## src/rtl/muldiv_sequencer.sv

```systemverilog
// muldiv_sequencer: iterative shift-add multiply and restoring divide, one bit per cycle
module muldiv_sequencer #(
  parameter int WIDTH = 32
) (
  input  logic             clk,
  input  logic             reset,
  input  logic             start,
  input  logic [1:0]       op,
  input  logic             flush,
  input  logic [WIDTH-1:0] operand_a,
  input  logic [WIDTH-1:0] operand_b,
  output logic             stall,
  output logic             done,
  output logic [WIDTH-1:0] result,
  output logic             busy
);
  localparam int CW = $clog2(WIDTH);
  typedef enum logic [1:0] {IDLE, BUSY, FIN} state_t;
  state_t           state;
  logic [1:0]       op_q;
  logic [WIDTH-1:0] a_q, b_q, acc, mul_acc, rem_n, quo_n;
  logic [WIDTH:0]   rem_sh;
  logic [CW-1:0]    cnt;
  logic             ge;
  // one iteration step: multiplier accumulate, and restoring-divide trial subtraction
  always_comb begin
    mul_acc = b_q[0] ? acc + a_q : acc;
    rem_sh  = {acc, a_q[WIDTH-1]};
    ge      = rem_sh >= {1'b0, b_q};
    rem_n   = ge ? WIDTH'(rem_sh - {1'b0, b_q}) : rem_sh[WIDTH-1:0];
    quo_n   = {a_q[WIDTH-2:0], ge};
  end
  assign stall = (state == IDLE && start && !flush) || state == BUSY;
  // sequencer; a_q doubles as multiplicand or dividend/quotient shift register
  always_ff @(posedge clk) begin
    if (reset) begin
      state  <= IDLE;
      op_q   <= '0;
      a_q    <= '0;
      b_q    <= '0;
      acc    <= '0;
      cnt    <= '0;
      result <= '0;
      done   <= 1'b0;
      busy   <= 1'b0;
    end else if (flush) begin
      state <= IDLE;
      done  <= 1'b0;
      busy  <= 1'b0;
    end else begin
      case (state)
        IDLE: begin
          done <= 1'b0;
          if (start) begin
            op_q <= op;
            a_q  <= operand_a;
            b_q  <= operand_b;
            acc  <= '0;
            cnt  <= CW'(WIDTH - 1);
            busy <= 1'b1;
            if (op == 2'b11 || ((op == 2'b01 || op == 2'b10) && operand_b == '0)) begin
              result <= op == 2'b01 ? '1 : op == 2'b10 ? operand_a : '0;
              done   <= 1'b1;
              state  <= FIN;
            end else begin
              state <= BUSY;
            end
          end
        end
        BUSY: begin
          acc <= op_q == 2'b00 ? mul_acc : rem_n;
          a_q <= op_q == 2'b00 ? a_q << 1 : quo_n;
          b_q <= op_q == 2'b00 ? b_q >> 1 : b_q;
          if (cnt == '0) begin
            result <= op_q == 2'b00 ? mul_acc : op_q == 2'b01 ? quo_n : rem_n;
            done   <= 1'b1;
            state  <= FIN;
          end else begin
            cnt <= cnt - 1'b1;
          end
        end
        default: begin
          done  <= 1'b0;
          busy  <= 1'b0;
          state <= IDLE;
        end
      endcase
    end
  end
endmodule

```

## config.mk

```make
export PLATFORM = sky130hd
export DESIGN_NAME = muldiv_sequencer
export DESIGN_NICKNAME = d
export VERILOG_FILES = /design/src/rtl/muldiv_sequencer.sv
export SDC_FILE = /design/constraint.sdc
export NUM_CORES = 1
export LEC_CHECK = 0
export ABC_AREA = 1
export CAP_MARGIN = 10
export CORE_MARGIN = 2
export CORE_UTILIZATION = 45
export CTS_CLUSTER_SIZE = 12
export DETAILED_ROUTE_END_ITERATION = 8
export PLACE_DENSITY = 0.72
export SYNTH_ARGS = -nofsm -noshare
export SYNTH_HDL_FRONTEND = slang
export SYNTH_SLANG_ARGS = --single-unit
```

## constraint.sdc

```tcl
create_clock -name clk -period 2.8 [get_ports clk]
set_input_delay 0.56 -clock clk [delete_from_list [all_inputs] [get_ports clk]]
set_output_delay 0.56 -clock clk [all_outputs]
set_load 0.005 [all_outputs]
```

# ---- Word-level counts from Yosys, hierarchy flattened
# Cells that the tools add are included.
dict set report op_classes {
  n_lt_le_gt_ge 1
  n_reduce_logical 20
  addsub 3
  muxes 32
  bitwise 2
  eq_ne 10
}
# operator n
set op_table {}
lappend op_table {{$mux W32} 14}
lappend op_table {{$pmux W32 S2} 4}
lappend op_table {{$ge A33 B32 Y1} 1}
lappend op_table {{$add A32 B32 Y32} 1}
lappend op_table {{$logic_not A32 Y1} 1}
lappend op_table {{$sub A32 B32 Y32} 1}
lappend op_table {{$mux W5} 2}
lappend op_table {{$pmux W5 S2} 1}
lappend op_table {{$reduce_and A4 Y1} 2}
lappend op_table {{$eq A2 B1 Y1 const B} 3}
lappend op_table {{$mux W2} 3}
lappend op_table {{$ne A2 B1 Y1 const B} 3}
lappend op_table {{$reduce_and A3 Y1} 2}
lappend op_table {{$logic_not A5 Y1} 1}
lappend op_table {{$mux W1} 5}
lappend op_table {{$reduce_and A5 Y1} 1}
lappend op_table {{$sub A5 B1 Y5 const B} 1}
lappend op_table {{$eq A2 B2 Y1 const B} 2}
lappend op_table {{$logic_not A2 Y1} 2}
lappend op_table {{$ne A2 B2 Y1 const B} 2}
lappend op_table {{$pmux W1 S2} 2}
lappend op_table {{$pmux W2 S2} 1}
lappend op_table {{$reduce_and A2 Y1} 2}
lappend op_table {{$logic_and A1 B1 Y1} 3}
lappend op_table {{5 further kinds} 8}
dict set report word_totals {
  elab_cells 77
  regBits 139
  input_bits 70
}

# ---- Longest topological paths before layout
dict set report depth {
  word_depth 7
  depth_mapped 20
  mapped_depth_nobuf 20
}

# ---- Worst setup path after synthesis
# OpenSTA, ideal clock, no wires.
dict set report synth_path {
  path_type {register to register}
  from {reg b_q[23]}
  to {reg result[1]}
  path_slack_ps 630
  path_stages_with_launch 17
  period_less_slack_ps 2170
  n_path_buf 2
  required_time_ps 2678
  arrival_ps 2048
  path_cell_list {dfxtp_1 -> inv_1 -> ha_1 -> nand2_1 -> inv_2 -> a21oi_2 -> nand2_1 -> nand2_1 -> nand3_2 -> nor2_4 -> nand2_4 -> buf_12 -> buf_12 -> o21ai_1 -> nand2_1 -> o211ai_1 -> a21oi_1}
}
dict set report synth_between {
  elab_chain_len 6
}
# element line
set synth_rtl {}
lappend synth_rtl {{from (decl)} 21} ;# logic [WIDTH-1:0] a_q, b_q, acc, mul_acc, rem_n, quo_n;
lappend synth_rtl {{from (signal assigned)} 57} ;# b_q <= operand_b;
lappend synth_rtl {{from (signal assigned)} 73} ;# b_q <= op_q == 2'b00 ? b_q >> 1 : b_q;
lappend synth_rtl {{$ge A33 B32 Y1} 29} ;# ge = rem_sh >= {1'b0, b_q};
lappend synth_rtl {{$mux W32} 30} ;# rem_n = ge ? WIDTH'(rem_sh - {1'b0, b_q}) : rem_sh[WIDTH-1:0];
lappend synth_rtl {{$mux W32 (2 in a row)} 75} ;# result <= op_q == 2'b00 ? mul_acc : op_q == 2'b01 ? quo_n : rem_n;
lappend synth_rtl {{$mux W32} 74} ;# if (cnt == '0) begin
lappend synth_rtl {{$pmux W32 S2} 51} ;# case (state)
lappend synth_rtl {{to (signal assigned)} 62} ;# result <= op == 2'b01 ? '1 : op == 2'b10 ? operand_a : '0;
lappend synth_rtl {{to (signal assigned)} 75}
lappend synth_rtl {{to (decl)} 14} ;# output logic [WIDTH-1:0] result,
# No other way between the ends. The select of a mux whose other input is x is not followed.
# A chain may end at the register's enable or synchronous reset.

# ---- Worst setup path after layout
dict set report layout_path {
  from {reg a_q[31]}
  to {reg acc[26]}
}
dict set report layout_between {
  elab_chain_len 4
  word_cells_on_any_way 5
}
# element line
set layout_rtl {}
lappend layout_rtl {{from (decl)} 21}
lappend layout_rtl {{from (signal assigned)} 56} ;# a_q <= operand_a;
lappend layout_rtl {{from (signal assigned)} 72} ;# a_q <= op_q == 2'b00 ? a_q << 1 : quo_n;
lappend layout_rtl {{$sub A32 B32 Y32 / $ge A33 B32 Y1 (equally long branches)} {30, 29}}
lappend layout_rtl {{$mux W32 *} 30}
lappend layout_rtl {{$mux W32 *} 71} ;# acc <= op_q == 2'b00 ? mul_acc : rem_n;
lappend layout_rtl {{$pmux W32 S2 *} 51}
lappend layout_rtl {{to (signal assigned)} 71}
lappend layout_rtl {{to (decl)} 21}
# Every way passes the cells marked *; elsewhere a longest branch is shown, timed or not.

==> results.yml <==
synth:
  ys_seq_elements: 139
  synth.most_common_cell: "nand2_1"
  synth_area_um2: 12200
  yosys.area.top_type: "nand2_1"
  synthArstFlopShare_pct: 0
  synthTopCellsByCount: "nand2_1 (753), inv_1 (275), a21oi_1 (171), nor2_1 (154), dfxtp_1 (139)"
  synth_cells: 2128
  syn_avg_cell_area_um2: 5.75
  yosysWarningCount: 0
  synth_edf_count: 0
  synth_top_area_share_pct: 23.1
  synth_nets: 2268
  yosysSeqAreaShare_pct: 22.8
  netlist_top_cells_area: "nand2_1 (23%), dfxtp_1 (23%), inv_1 (8.4%)"
  synth_cell_types: 48
  ys.flop_type: "dfxtp_1"
floorplanning:
  dieArea_um2: 28500
  die_x_um: 169
  core_area_um2: 26800
  ios: 105
  start_util_pct: 45.6
  rows: 60
  die_height_um: 169
detailed_routing:
  wirelength_mm: 49.0
  first_pass_iters: 6
  wl_per_cell_um: 18.8
  vias: 14628
  vias_per_cell: 5.63
  final_antenna_net_count: 0
  drtIter0Drc: 1587
  drcViolationCount: 0
final_layout:
  area_delta_synth_final_pct: 20.6
  fin_cells: 2600
  final.fill_count: 2750
  fin_util_pct: 55.0
  drive_gt1_share_pct: 8.23
  diodes: 0
  nets: 2386
pwr:
  p_int_mw: 4.17
  total_power_mw: 6.52
  combPwrFrac_pct: 27.6
  leakage_nw: 7.09
  power.density_nw_per_um2: 442
  p_clk_share_pct: 38.5
  switching_share_pct: 36.0
  seqPwrFrac_pct: 33.9
  power_switching_mw: 2.35
  ir_drop_uv: 396
sta:
  min_period_ns: 2.69
  maxSlewHeadroom_pct: 41.5
  finalSetupTns_ns: 0
  finalHoldViolCount: 0
  drv_slew: 0
  setup_violations: 0
  fin_skew_ns: 0.0173
  rsz0062_at_grt: "true"
  max_freq_ghz: 0.372
  period_share_pct: 96.0
  worst_slack_ns: 0.112
  worst_pin_slew_ns: 0.876
placed_design:
  io_buffers: 104
  place_inst: 2568
  dp_hpwl_mm: 37.8
  place_congestion: 0.999
  pre_cts_slack_ns: 0.0265
clocking:
  cts_max_level: 4
  cts_hold_buffers: 0
  cts_tree: "done"
  clockRootBuffer: "clkbuf_16"
  post-cts-setup-buffers: 0
  cts.sinks: 139
  cts_buffers: 17
  clock_latency_ns: 0.45
  clk_pin_slew_ns: 0.07
  clk_path_buf_depth: 2
global_routing:
  busiest_layer: "met2"
  grt_pass1_vias: 13671
  grt_max_degree: 70
  grt.met3_usage_pct: 6.73
  overflow: 0
  grt_usage_pct: 34.2
  grt_pass1_wl_mm: 75.3
  use_met2_pct: 52.5
  antenna_found_initial: 0
  grt_use_met1_pct: 46.0
run_status:
  status: "finished, final reports clean"
setup_path:
  path_class: "reg -> reg"
  path_cells: "inv_1, ha_1, inv_1, fa_1, nand3_1, nand3_2, nand2_1, nand2_1, buf_4, nand2_1, nand2_1, nand2_1, nand2_1, nand2_1, nand3_2, nand2_1, nand2_1, nand2_1, nand2_1, a21oi_1"
  critical_path.most_common_cell: "nand2_1"
  max_stage_delay_ns: 0.40
  start_kind: "register"
  cp.arrival_ns: 3.05
  cpMaxStageDelayCell: "fa_1"
  crit_path_end_kind: "register"
  worstPathRequired_ns: 3.16
  critPathMaxFanout: 4
job:
  drv_cap: 0
min_path:
  worstHoldPathType: "reg -> reg"
## cell type report
cell class                      instances  area [um2]  area share (%)
Clock inverter                         15         208            1.41
Multi-Input combinational cell       1623        8140            55.2
Timing Repair Buffer                  183        1700            11.6
Inverter                              282        1060            7.20
Tap cell                              341         427            2.89
Clock buffer                           17         425            2.88
Sequential cell                       139        2790            18.9
## worst paths after layout
| path | start | endpoint | slack [ns] | cells after the start |
|---|---|---|---|---|
| setup / recovery | a_q[31] | acc[26] | 0.11 | 20 |
| hold / removal | cnt[0] | cnt[0] | 0.46 | 1 |
| setup reg to reg | a_q[31] | acc[26] | 0.11 | 20 |
| hold reg to reg | cnt[0] | cnt[0] | 0.46 | 1 |
## kinds of logic after synthesis
| logic type | after synthesis | share of synthesized area [%] |
|---|---|---|
| AND/OR/NAND/NOR | 1097 | 36.8 |
| XOR/XNOR | 20 | 1.43 |
| adder cells (fa/ha/maj) | 70 | 7.28 |
| flip-flops | 139 | 22.8 |
| buffers and inverters | 366 | 11.7 |
| AO/OA/AOI/OAI | 436 | 20.0 |
## stage by stage
| step | hold WS, ns | area, um2 |
|---|---|---|
| after detailed placement | 0.454 | 14000 |
| after global placement | 0.450 | 14000 |
| after floorplan | 0.431 | 12200 |
| after CTS | 0.464 | 14600 |
| after global routing | 0.484 | 14800 |
| final | 0.464 | 14800 |
## critical path, delay by kind of cell (launching register included)
family / cells / cell delay, ns
simple gates: 14 / 1.25
flops: 1 / 0.31
buf+inv: 3 / 0.31
compound gates: 1 / 0.15
fa+ha+maj: 2 / 0.58
## power groups by stage
stage | clock, mW | sequential (mW) | combinational (mW)
finish | 2.51 | 2.21 | 1.80
global route | 2.60 | 2.22 | 1.97
CTS | 2.51 | 2.20 | 1.74
detailed placement | 0 | 2.25 | 1.72
global placement | 0 | 2.25 | 1.72
floorplan | 0 | 2.21 | 1.08
## timing repair
action | in CTS | in global routing
resized for setup | 0 | 39
setup endpoints to repair | 0 | 46
hold endpoints to repair | 0 | 0
## registers in the layout (all words and copies together), names as in the netlist
signal	flops
a_q	32
acc	32
b_q	32
busy	1
cnt	5
done	1
op_q	2
result	32
state	2
## cell usage in the layout (no fill, tap or decap), types with 11 or more instances in the layout
cell type / Yosys / routed
clkdlybuf4s50_1: 0 / 103
a221oi_1: 15 / 15
dfxtp_1: 139 / 133
nor2_1: 154 / 148
a21oi_1: 171 / 170
inv_1: 275 / 274
buf_4: 1 / 73
nand2_2: 6 / 11
o21bai_1: 13 / 13
ha_1: 68 / 62
a31oi_1: 67 / 67
nand3_2: 6 / 11
o21ai_1: 7 / 11
clkbuf_16: 0 / 17
nand4_1: 17 / 17
xor2_1: 19 / 19
nand3_1: 114 / 109
o21ai_0: 129 / 122
nand2_1: 753 / 748
nor3_1: 21 / 21
## layer usage
layer,vias up,share of wire [%]
li1,7143,-
met1,6632,43
met4,0,4.9
met5,-,0
met3,126,10
met2,727,42
No activity file was read; power rests on OpenSTA's default activity.
